==> src/rtl/alu_entry_sequencer.sv <==
// Keypad-entry sequencer and ALU launch/capture controller for the calculator datapath.
// Optional feature: define ALU_RESULT_CHAIN_EN so that EXE in GOP chains the last result into A.
module alu_entry_sequencer #(
  parameter int WIDTH = 16
) (
  input  logic             clk_in,
  input  logic             reset,
  input  logic [4:0]       valor,
  input  logic             BTNC,
  input  logic [1:0]       estado_alu,
  output logic [WIDTH-1:0] alu_a,
  output logic [WIDTH-1:0] alu_b,
  output logic [1:0]       alu_op,
  output logic             alu_start,
  input  logic             alu_done,
  input  logic [WIDTH-1:0] alu_result,
  output logic             busy,
  output logic [WIDTH-1:0] result,
  output logic             result_valid,
  output logic [WIDTH-1:0] display_value
);

  localparam int DIGITS = WIDTH / 4;
  localparam int CW     = $clog2(DIGITS + 1);
  localparam logic [CW-1:0] FULL    = CW'(DIGITS);
  localparam logic [4:0]    KEY_EXE = 5'b10011;
  localparam logic [4:0]    KEY_CLR = 5'b10111;
  localparam logic [4:0]    KEY_CE  = 5'b10110;
  localparam logic [1:0]    OP_ADD  = 2'd0;

  typedef enum logic [1:0] {W1 = 2'd0, W2 = 2'd1, WOP = 2'd2, GOP = 2'd3} alu_state_t;

  alu_state_t     st;
  logic [CW-1:0]  cnt_a, cnt_b;
  logic           launch_req, drop_pending;
  logic           is_digit, is_exe, is_clr, is_ce;
  logic           locked, abort, launch_go, in_flight;

  always_comb begin
    st        = alu_state_t'(estado_alu);
    is_digit  = BTNC && !valor[4];
    is_exe    = BTNC && (valor == KEY_EXE);
    is_clr    = BTNC && (valor == KEY_CLR);
    is_ce     = BTNC && (valor == KEY_CE);
    in_flight = busy || alu_start;
    // Operands and op stay frozen from the moment a launch is requested until it resolves.
    locked    = in_flight || launch_req;
    abort     = is_clr || (is_ce && (st == GOP));
    launch_go = launch_req && !drop_pending && !in_flight;
  end

  always_ff @(posedge clk_in or posedge reset) begin
    if (reset) begin
      alu_a         <= '0;
      alu_b         <= '0;
      cnt_a         <= '0;
      cnt_b         <= '0;
      alu_op        <= OP_ADD;
      alu_start     <= 1'b0;
      busy          <= 1'b0;
      launch_req    <= 1'b0;
      drop_pending  <= 1'b0;
      result        <= '0;
      result_valid  <= 1'b0;
      display_value <= '0;
    end else begin
      alu_start <= 1'b0;
      if (launch_go && !abort) begin
        alu_start  <= 1'b1;
        launch_req <= 1'b0;
      end
      if (alu_start && !abort) busy <= 1'b1;

      // A stale completion is consumed by the drop; only a live one is captured.
      if (alu_done) begin
        if (drop_pending) begin
          drop_pending <= 1'b0;
        end else if (busy) begin
          busy <= 1'b0;
          if (!abort) begin
            result       <= alu_result;
            result_valid <= 1'b1;
          end
        end
      end

      if (abort) begin
        launch_req   <= 1'b0;
        result_valid <= 1'b0;
        if (in_flight) begin
          busy <= 1'b0;
          if (!alu_done) drop_pending <= 1'b1;
        end
      end

      if (is_clr) begin
        alu_a  <= '0;
        alu_b  <= '0;
        cnt_a  <= '0;
        cnt_b  <= '0;
        alu_op <= OP_ADD;
        result <= '0;
      end else if (is_ce) begin
        if (!locked) begin
          case (st)
            W1:  begin alu_a <= '0; cnt_a <= '0; end
            W2:  begin alu_b <= '0; cnt_b <= '0; end
            WOP: alu_op <= OP_ADD;
            default: ;
          endcase
        end
      end else if (is_exe) begin
        if (!locked) begin
          case (st)
            WOP: launch_req <= 1'b1;
            GOP: begin
`ifdef ALU_RESULT_CHAIN_EN
              if (result_valid) begin
                alu_a <= result;
                cnt_a <= FULL;
              end else begin
                alu_a <= '0;
                cnt_a <= '0;
              end
`else
              alu_a <= '0;
              cnt_a <= '0;
`endif
              alu_b        <= '0;
              cnt_b        <= '0;
              alu_op       <= OP_ADD;
              result_valid <= 1'b0;
            end
            default: ;
          endcase
        end
      end else if (is_digit && !locked) begin
        case (st)
          W1: if (cnt_a != FULL) begin
            alu_a <= {alu_a[WIDTH-5:0], valor[3:0]};
            cnt_a <= cnt_a + CW'(1);
          end
          W2: if (cnt_b != FULL) begin
            alu_b <= {alu_b[WIDTH-5:0], valor[3:0]};
            cnt_b <= cnt_b + CW'(1);
          end
          WOP: if (valor[3:2] == 2'b00) alu_op <= valor[1:0];
          default: ;
        endcase
      end

      // Display follows the FSM state seen this cycle, one cycle behind.
      case (st)
        W1:      display_value <= alu_a;
        W2:      display_value <= alu_b;
        WOP:     display_value <= {{(WIDTH-2){1'b0}}, alu_op};
        default: display_value <= result_valid ? result : '0;
      endcase
    end
  end

endmodule

==> config.mk <==
export PLATFORM = sky130hd
export DESIGN_NAME = alu_entry_sequencer
export DESIGN_NICKNAME = d
export VERILOG_FILES = /design/src/rtl/alu_entry_sequencer.sv
export SDC_FILE = /design/constraint.sdc
export NUM_CORES = 1
export LEC_CHECK = 0
export ABC_AREA = 1
export BUFFER_PORTS_ARGS = -buffer_cell sky130_fd_sc_hd__buf_2
export CAP_MARGIN = 40
export CORE_UTILIZATION = 45
export CTS_CLUSTER_SIZE = 10
export DETAILED_ROUTE_END_ITERATION = 10
export PLACE_DENSITY = 0.81
export REMOVE_ABC_BUFFERS = 1
export SLEW_MARGIN = 20
export SYNTH_ARGS = -nofsm -noshare
export SYNTH_HDL_FRONTEND = slang
export SYNTH_SLANG_ARGS = --single-unit
==> constraint.sdc <==
create_clock -name clk_in -period 2.5 [get_ports clk_in]
set_input_delay 0.5 -clock clk_in [delete_from_list [all_inputs] [get_ports clk_in]]
set_output_delay 0.5 -clock clk_in [all_outputs]
set_load 0.03 [all_outputs]
==> impl_metrics.py, run 1 <==
metrics = {
    "yosys": {
        "synth_async_sr_flop_share_pct": 100.0,
        "netlist_area_um2": 3701,
        "synth_top_area_share_pct": 52.06,
        "synthFlopType": "dfrtp_1",
        "yosysSeqAreaShare_pct": 52.06,
        "ys_ff_latch": 77,
        "ys_top_cells_by_count": "nand2_1 (165), dfrtp_1 (77), inv_1 (46), o21ai_0 (43), nor2_1 (41)",
        "ys_top_cells_by_area": "dfrtp_1 (52%), nand2_1 (17%), o21ai_0 (5.8%)",
        "synth.distinct_cells": 28,
        "synth-edff-count": 0,
        "post-synth-top-area-cell": "dfrtp_1",
        "synth_cells": 462,
        "yosysWarnings": 0,
        "syn_area_per_cell_um2": 8.011,
        "yosysMostFrequentCell": "nand2_1",
    },
    "clock_network": {
        "htree_levels": 3,
        "clk_latency_ns": 0.35,
        "clkSinkCount": 77,
        "path_clk_slew_ns": 0.08,
        "cts_buffers": 9,
        "cts.repair.resized": 0,
        "ctsHoldBuffers": 0,
        "cts_root_buf": "clkbuf_8",
        "post-cts-setup-buffers": 0,
        "cts_tree": "built",
        "cts_max_path_buffers": 2,
    },
    "setup_path": {
        "slowest_delay_ns": 0.47,
        "path_class": "flip-flop to flip-flop",
        "cp.buffers_inverters": 0,
        "path_cells": "nor2_2 -> nand2_1 -> nand4_1 -> nand3_2 -> nor2_8 -> nand2_1 -> nand2_1",
        "cp_top_family": "simple AND/OR/NAND/NOR gates",
        "cp_slowest_cell": "nand3_2",
        "end_kind": "flip-flop",
        "crit_top_cell": "nand2_1",
        "worstPathArrival_ns": 2.38,
        "r2r_slack_ns": 0.41,
        "critPathLaunchType": "flip-flop",
        "required_ns": 2.79,
        "path_max_fanout": 20,
    },
    "grt": {
        "grt_pass1_wl_mm": 16.21,
        "grtUsageTotal_pct": 24.52,
        "overflow": 0,
        "grt_max_degree": 49,
        "antenna_found_initial": 0,
        "grt_pass1_vias": 3405,
    },
    "sta": {
        "rsz0062_at_grt": "no",
        "fin_ws_ns": 0.4110,
        "drv_slew": 0,
        "setup_viol": 0,
        "timing.final.crit_share_pct": 83.56,
        "finClkSkew_ns": 0.003865,
        "relSlewSlack_pct": 48.25,
        "fmax_mhz": 478.7,
        "finalHoldViolCount": 0,
        "fin_crit_ns": 2.089,
        "worst_pin_slew_ns": 0.7754,
        "fin_tns_setup_ns": 0,
    },
    "power": {
        "switching_power_w": 0.002569,
        "p_sw_share_pct": 46.06,
        "leakagePower_nw": 2.521,
        "power.internal_w": 0.003008,
        "ir_drop_mv": 0.4192,
        "combPwrFrac_pct": 42.8,
        "seqPwrFrac_pct": 38.2,
        "clkPwrFrac_pct": 19.1,
        "p_per_area_nw_per_um2": 1242,
    },
    "layout": {
        "area_delta_synth_final_pct": 21.37,
        "antenna_cells": 0,
        "nets": 590,
        "fin_cells": 666,
        "drive_above_1_share_pct": 24.65,
    },
    "job": {
        "maxCapViolCount": 0,
    },
    "placement": {
        "place_congestion": 0.8540,
        "io_buffers": 95,
        "placed_cells": 650,
        "pre_cts_ws_ns": 0.2834,
        "dp_hpwl_mm": 6.705,
    },
    "floorplan": {
        "start_util_pct": 47.16,
        "ioPinCount": 96,
        "fp.dieH_um": 92.69,
        "die_x_um": 92.69,
        "coreArea_um2": 7848,
        "dieArea_um2": 8591,
        "fp-row-count": 32,
    },
    "route": {
        "wl_per_cell_um": 14.74,
        "drt-total-wl_mm": 9.819,
        "drc": 0,
        "num_vias": 3492,
        "antenna_left": 0,
        "vias_per_cell": 5.243,
        "firstDrtPassIters": 5,
        "drtIter0Drc": 264,
    },
    "status": {
        "status": "finished, final reports clean",
    },
    "min_path": {
        "hp-class": "primary input to asynchronous set/reset pin",
    },
}
per-stage QoR:
step	total power [W]	util [%]	area, µm²	hold WS (ns)
floorplan	0.003741	-	3590	0.4776
global placement	0.004462	54.38	4268	0.4738
detailed placement	0.004538	54.38	4268	0.4839
CTS	0.005597	57.24	4492	0.2295
global route	0.005928	57.24	4492	0.2589
finish	0.005577	57.24	4492	0.2243
area by class of cell:
class / count / area, µm²
fill: 720 / 3356
sequential: 77 / 1927
multi-input combinational: 318 / 1483
timing repair buffer: 105 / 550.5
inverter: 48 / 180.2
clock buffer: 10 / 137.6
tap: 102 / 127.6
clock inverter: 6 / 86.33
state kept, by name (all words and copies together) (netlist names):
name           count
drop_pending       1
alu_start          1
cnt_b              3
busy               1
alu_b             16
alu_op             2
alu_a             16
result            16
result_valid       1
launch_req         1
cnt_a              3
display_value     16
metal layers:
layer,GRT usage (%),part of all wire (%)
met5,0,0
met4,10.51,1.9
met3,5.255,8.3
met2,41.30,49
met1,30.42,41
layout by cell type, fill, tap and decap left out:
cell type,Yosys,routed
o21ai_0,43,43
nand3_4,1,1
inv_1,46,45
or2_2,1,1
o2111ai_1,2,2
nand3_2,3,3
nor3_1,2,2
o21ai_2,1,1
a21boi_0,1,1
o211ai_1,10,10
clkinvlp_4,0,1
dfrtp_1,77,77
nor2_8,2,2
xnor2_1,2,2
clkinv_4,0,1
bufinv_16,0,2
clkinv_2,0,2
ha_1,4,4
nand2_2,1,1
nor3b_1,1,1
nor2_1,41,41
inv_2,2,3
buf_4,1,10
nand4_1,2,2
nand3_1,30,30
nor2_2,6,6
buf_2,1,95
nand2_1,165,165
clkbuf_8,0,10
power by group through the flow:
stage / Clock [W] / Combinational, W / Sequential [W]
floorplan: 0 / 0.000736 / 0.00301
global placement: 0 / 0.00233 / 0.00213
detailed placement: 0 / 0.00239 / 0.00215
CTS: 0.00107 / 0.00240 / 0.00212
global route: 0.00113 / 0.00261 / 0.00219
finish: 0.00106 / 0.00238 / 0.00213
worst reg2reg max path: stages, from the launching register on:
cell and delay [ns]:
dfrtp_1 0.39, nor2_2 0.21, nand2_1 0.11, nand4_1 0.17
nand3_2 0.47, nor2_8 0.48, nand2_1 0.11, nand2_1 0.09
cells by family after synthesis:
group | count (synthesis) | share of synthesized area (%)
xor+xnor | 2 | 0.4734
simple gates | 255 | 29.48
compound gates | 57 | 8.756
buf+inv | 67 | 7.877
flops | 77 | 52.06
fa+ha+maj | 4 | 1.352
worst paths after layout:
check | from | endpoint | depth (start not counted)
max in group asynchronous | reset | display_value[6] | 3
hold reg to reg | result[14] | result[14] | 2
setup / recovery | alu_start | alu_b[1] | 7
hold / removal | reset | result[7] | 3
min in group clk_in | alu_done | drop_pending | 2
setup reg to reg | alu_start | alu_b[1] | 7
(Power assumes the default switching activity.)
==> run 2, diff against run 1 <==
- clock period: 2.5 -> 1.9 ns (I/O delays scaled with it)
==> run 2 against run 1 <==
Effect of this change: worst setup slack worse by 0.25 ns; hold slack worse by 0.12 ns; count of clock-buffer cells in the layout up 1; sequential power up 31%; sequential cell count unchanged; total power up 27%; maximum frequency up 20%.
==> impl_metrics.py, run 2 (synthesis results as in run 1) <==
metrics = {
    "layout": {
        "postLayoutCoreUtil_pct": 57.51,
        "mostFrequentLayoutCell": "nand2_1",
        "drive_above_1_share_pct": 24.73,
        "antenna_cells": 0,
        "area_delta_synth_final_pct": 21.94,
        "mostFrequentLayoutCells": "nand2_1 (165), buf_2 (95), dfrtp_1 (77)",
        "fin_area_um2": 4513,
        "nets": 593,
    },
    "route": {
        "drtIter0Drc": 222,
        "drt-total-wl_mm": 9.219,
        "wl_per_cell_um": 13.80,
        "drc": 0,
        "vias_per_cell": 5.073,
        "antenna_left": 0,
        "firstDrtPassIters": 5,
        "num_vias": 3389,
    },
    "power": {
        "clkPwrFrac_pct": 15.6,
        "power.internal_w": 0.003718,
        "seqPwrFrac_pct": 39.5,
        "p_sw_share_pct": 47.31,
        "p_per_area_nw_per_um2": 1563,
        "leakagePower_nw": 2.532,
        "ir_drop_mv": 0.5447,
        "combPwrFrac_pct": 44.9,
        "switching_power_w": 0.003338,
    },
    "sta": {
        "setup_viol": 0,
        "drv_slew": 0,
        "rsz0062_at_grt": "no",
        "fin_tns_setup_ns": 0,
        "fin_ws_ns": 0.1633,
        "worst_pin_slew_ns": 0.4647,
        "finClkSkew_ns": 0.01016,
        "whs_ns": 0.1028,
        "relSlewSlack_pct": 68.69,
        "finalHoldViolCount": 0,
        "timing.final.crit_share_pct": 91.41,
        "fin_crit_ns": 1.737,
        "fmax_mhz": 575.8,
    },
    "setup_path": {
        "critPathLaunchType": "flip-flop",
        "worst-path-stages": 8,
        "cp.buffers_inverters": 1,
        "reg2reg_depth": 8,
        "required_ns": 2.18,
        "crit_top_cell": "nand2_1",
        "end_kind": "flip-flop",
        "reg2reg_from": "alu_start",
        "worstPathArrival_ns": 2.02,
        "cp_top_family": "simple AND/OR/NAND/NOR gates",
        "crit_start": "alu_start",
        "cp_slowest_cell": "dfrtp_1",
        "path_max_fanout": 20,
        "slowest_delay_ns": 0.39,
        "path_cells": "nor2_2 -> nand2_1 -> nand4_1 -> nand3_2 -> buf_4 -> nor2_8 -> nand2_1 -> nand2_1",
        "path_class": "flip-flop to flip-flop",
    },
    "clock_network": {
        "ctsHoldBuffers": 0,
        "cts.repair.resized": 0,
        "cts_max_path_buffers": 2,
        "cts_buffers": 9,
        "htree_levels": 3,
        "cts_root_buf": "clkbuf_8",
        "clk_latency_ns": 0.35,
        "path_clk_slew_ns": 0.08,
        "cts_tree": "built",
        "clkSinkCount": 77,
        "post-cts-setup-buffers": 0,
    },
    "job": {
        "maxCapViolCount": 0,
    },
    "floorplan": {
        "die_x_um": 92.69,
        "start_util_pct": 47.16,
        "fp-row-count": 32,
        "dieArea_um2": 8591,
        "coreArea_um2": 7848,
        "fp.dieH_um": 92.69,
        "ioPinCount": 96,
    },
    "min_path": {
        "hp-class": "primary input to asynchronous set/reset pin",
    },
    "grt": {
        "gr-usage-met1_pct": 30.10,
        "met3_usage_pct": 4.680,
        "grt_use_met2_pct": 36.23,
        "busiest_layer": "met2",
        "grt_max_degree": 78,
        "grt_pass1_wl_mm": 15.10,
        "grt_pass1_vias": 3103,
        "overflow": 0,
        "grtUsageTotal_pct": 22.80,
        "antenna_found_initial": 0,
    },
    "placement": {
        "place_congestion": 0.8183,
        "io_buffers": 95,
        "dp_hpwl_mm": 6.411,
        "pre_cts_ws_ns": 0.007492,
        "dpl_cell_area_um2": 4340,
    },
    "status": {
        "status": "finished, final reports clean",
    },
}
==> run 2: worst paths after layout <==
kind	end	slack, ns
max	cnt_a[0]	0.16
min	result[9]	0.10
max reg2reg	cnt_a[0]	0.16
min reg2reg	result[10]	0.50
max in group asynchronous	cnt_a[1]	1.46
min in group clk_in	drop_pending	0.19
==> run 2: stage by stage <==
stage	instances	total power [W]
4_1_cts	668	0.007093
5_1_grt	668	0.007516
3_5_place_dp	653	0.005994
6_report	668	0.007055
3_3_place_gp	653	0.005897
2_1_floorplan	443	0.004922
==> run 2: layout make-up <==
| class | count | area (µm²) |
|---|---|---|
| fillers | 716 | 3334 |
| flip-flops and latches | 77 | 1927 |
| multi-input cells | 318 | 1490 |
| repair buffers | 108 | 623.1 |
| inverters | 48 | 180.2 |
| clock buffers | 11 | 141.4 |
| well taps | 102 | 127.6 |
| clock inverters | 4 | 23.77 |
==> run 2: metal layers <==
metal | part of all wire, % | vias to the layer above | wire (µm)
met1 | 44 | 1604 | 4042
met5 | 0 | - | 0
li1 | - | 1652 | -
met4 | 2.7 | 0 | 253
met3 | 6.2 | 18 | 576
met2 | 47 | 115 | 4346
==> run 2: power groups by stage <==
stage,Sequential [W],Combinational (W),Clock [W]
after floorplan,0.00395,0.000968,0
final,0.00279,0.00317,0.00110
after global routing,0.00288,0.00345,0.00119
after CTS,0.00279,0.00319,0.00111
after detailed placement,0.00282,0.00317,0
after global placement,0.00280,0.00310,0
==> run 2: tightest hold or removal path: cells and delay by family <==
kind | cells | cell delay [ns]
buffers and inverters | 3 | 0.50
==> run 3, diff against run 2 <==
- ABC_AREA: 1 -> not set
- CORE_UTILIZATION: 45 -> 42
- GPL_TIMING_DRIVEN: not set -> 0
- PLACE_DENSITY: 0.81 -> 0.78
==> run 3 against run 2 <==
Effect of this change: the run now ends with setup timing left; worst setup slack worse by 0.19 ns; maximum frequency is 9.8% lower; routed wire length is 7.8% higher; combinational power is 4% lower; sequential power is 2% lower; synthesized area is 6.1% lower; first-iteration DRC count is 16% higher; via count is 6.8% lower; largest power group unchanged; core utilization is 1.2 points higher.
==> impl_metrics.py, run 3 <==
metrics = {
    "yosys": {
        "synth.distinct_cells": 37,
        "yosysSeqAreaShare_pct": 55.44,
        "ys_ff_latch": 77,
        "synth-edff-count": 0,
        "syn_area_per_cell_um2": 10.38,
        "synth_cells": 335,
        "yosysMostFrequentCell": "dfrtp_1",
        "ys_top_cells_by_area": "dfrtp_1 (55%), o21ai_0 (8.4%), nand2_1 (5.4%)",
        "synth_top_area_share_pct": 55.44,
        "ys_top_cells_by_count": "dfrtp_1 (77), o21ai_0 (58), nand2_1 (50), o21ai_1 (26)",
        "post-synth-top-area-cell": "dfrtp_1",
        "synthFlopType": "dfrtp_1",
        "netlist_area_um2": 3476,
        "yosysWarnings": 0,
        "synth_async_sr_flop_share_pct": 100.0,
    },
    "status": {
        "failed_checks": "setup timing",
        "status": "finished with violations",
    },
    "power": {
        "p_total_w": 0.007328,
        "p_per_area_nw_per_um2": 1589,
        "power.internal_w": 0.004179,
        "clkPwrFrac_pct": 21.3,
        "combPwrFrac_pct": 41.3,
        "leakagePower_nw": 2.333,
        "p_sw_share_pct": 42.97,
        "seqPwrFrac_pct": 37.4,
        "ir_drop_mv": 0.5406,
        "switching_power_w": 0.003149,
    },
    "floorplan": {
        "fp.dieH_um": 92.97,
        "coreArea_um2": 7848,
        "dieArea_um2": 8643,
        "fp-row-count": 32,
        "ioPinCount": 96,
        "die_x_um": 92.97,
        "start_util_pct": 44.29,
    },
    "clock_network": {
        "htree_levels": 3,
        "clkSinkCount": 77,
        "path_clk_slew_ns": 0.09,
        "cts_root_buf": "clkbuf_8",
        "cts_buffers": 9,
        "clk_latency_ns": 0.37,
        "ctsHoldBuffers": 0,
        "cts_max_path_buffers": 2,
        "cts_tree": "built",
    },
    "grt": {
        "grtUsageTotal_pct": 22.54,
        "grt_pass1_vias": 2948,
        "grt_max_degree": 48,
        "grt_pass1_wl_mm": 14.86,
        "antenna_found_initial": 0,
        "overflow": 0,
    },
    "layout": {
        "antenna_cells": 0,
        "drive_above_1_share_pct": 38.29,
        "nets": 483,
        "mostFrequentLayoutCell": "buf_2",
        "area_delta_synth_final_pct": 32.65,
        "mostFrequentLayoutCells": "buf_2 (93), dfrtp_1 (75), o21ai_0 (52)",
    },
    "route": {
        "drt-total-wl_mm": 9.936,
        "drc": 0,
        "vias_per_cell": 5.648,
        "drtIter0Drc": 257,
        "firstDrtPassIters": 6,
        "wl_per_cell_um": 17.77,
        "num_vias": 3157,
        "antenna_left": 0,
    },
    "setup_path": {
        "critPathLaunchType": "flip-flop",
        "path_max_fanout": 6,
        "path_class": "flip-flop to flip-flop",
        "reg2reg_depth": 6,
        "slowest_delay_ns": 0.41,
        "cp_top_family": "compound AO/OA/AOI/OAI gates",
        "r2r-end": "cnt_b[2]",
        "r2r_slack_ns": -0.02,
        "worstPathArrival_ns": 2.19,
        "cp.buffers_inverters": 1,
        "cp_slowest_cell": "dfrtp_1",
        "end_kind": "flip-flop",
        "required_ns": 2.16,
        "reg2reg_from": "launch_req",
        "path_cells": "nor3_4 -> a21oi_2 -> o22a_4 -> buf_12 -> or2_4 -> o41ai_2",
    },
    "sta": {
        "fin_tns_setup_ns": -0.04625,
        "drv_slew": 0,
        "fin_crit_ns": 1.924,
        "fmax_mhz": 519.6,
        "finClkSkew_ns": 0.01195,
        "rsz0062_at_grt": "yes",
        "relSlewSlack_pct": 57.58,
        "timing.final.crit_share_pct": 101.3,
        "finalHoldViolCount": 0,
        "fin_ws_ns": -0.02441,
        "setup_viol": 2,
        "worst_pin_slew_ns": 0.6363,
    },
    "min_path": {
        "hp-class": "primary input to asynchronous set/reset pin",
    },
    "placement": {
        "place_congestion": 0.9118,
        "pre_cts_ws_ns": -1.101,
        "io_buffers": 95,
        "dp_hpwl_mm": 5.862,
    },
    "job": {
        "maxCapViolCount": 0,
    },
}
## run 3: cell count changes after synthesis, moves of 15 or more
cell	delta
a22o_1	+16
o21ai_1	+26
nor2_1	-31
inv_1	-33
nand2_1	-115
mux2i_1	+16
o21ai_0	+15
nand3_1	-27
## run 3: worst max-delay path by stage
| stage | from | end | slack, ns | cells past startpoint |
|---|---|---|---|---|
| after floorplan | reset | alu_a[0] | -0.45 | 1 |
| after global placement | reset | result_valid | -1.30 | 2 |
| after detailed placement | estado_alu[0] | alu_b[3] | -1.10 | 7 |
| after CTS | alu_start | cnt_b[2] | -0.05 | 6 |
| after global routing | launch_req | cnt_b[2] | -0.08 | 6 |
| final | launch_req | cnt_b[2] | -0.02 | 6 |
## run 3: per-layer routing
layer	up-vias	global-route usage, %	wire (µm)
met5	-	0	0
met2	138	36.27	4764
met3	24	4.959	713
met1	1564	28.19	4182
met4	0	12.44	276
li1	1431	-	-
## run 3: logic make-up (layout without fill, tap and decap cells)
logic type	Yosys count	after routing	share of synthesized area, %
compound gates	123	125	22.03
fa+ha+maj	4	4	1.440
buf+inv	35	153	5.148
flops	77	77	55.44
mux	19	19	6.119
simple gates	77	79	9.827
## run 3: timing repair
action / in CTS / in global routing
buffers inserted: 12 / 11
endpoints found under the setup margin: 54 / 32
gates resized for setup: 16 / 16
pin swaps: 6 / 4
cloned: 2 / 3
## run 3: power groups by stage
| stage | combinational [W] | clock, W | sequential, W |
|---|---|---|---|
| floorplan | 0.000855 | 0 | 0.00379 |
| global placement | 0.00276 | 0 | 0.00272 |
| detailed placement | 0.00284 | 0 | 0.00276 |
| CTS | 0.00291 | 0.00155 | 0.00273 |
| global route | 0.00326 | 0.00162 | 0.00282 |
| finish | 0.00303 | 0.00156 | 0.00274 |
## run 3: area by class of cell
cell class / count / area (µm²)
multi-input combinational: 227 / 1479
sequential: 77 / 1929
inverter: 13 / 51.30
fill: 646 / 3237
clock inverter: 5 / 107.6
timing repair buffer: 124 / 774.5
tap: 102 / 127.6
clock buffer: 11 / 141.4
## run 3: worst register-to-register path: stages (launching register included)
cell,delay [ns]
dfrtp_1,0.41
nor3_4,0.29
a21oi_2,0.10
o22a_4,0.28
buf_12,0.15
or2_4,0.28
o41ai_2,0.32
## run 3: stage by stage
stage | hold WS (ns) | area [µm²] | instances | utilization (%)
2_1_floorplan | 0.4431 | 3346 | 313 | -
3_3_place_gp | 0.4856 | 3949 | 510 | 50.32
3_5_place_dp | 0.4147 | 4033 | 514 | 51.39
4_1_cts | 0.02214 | 4453 | 544 | 56.74
5_1_grt | 0.03928 | 4611 | 559 | 58.75
6_report | 0.006832 | 4611 | 559 | 58.75
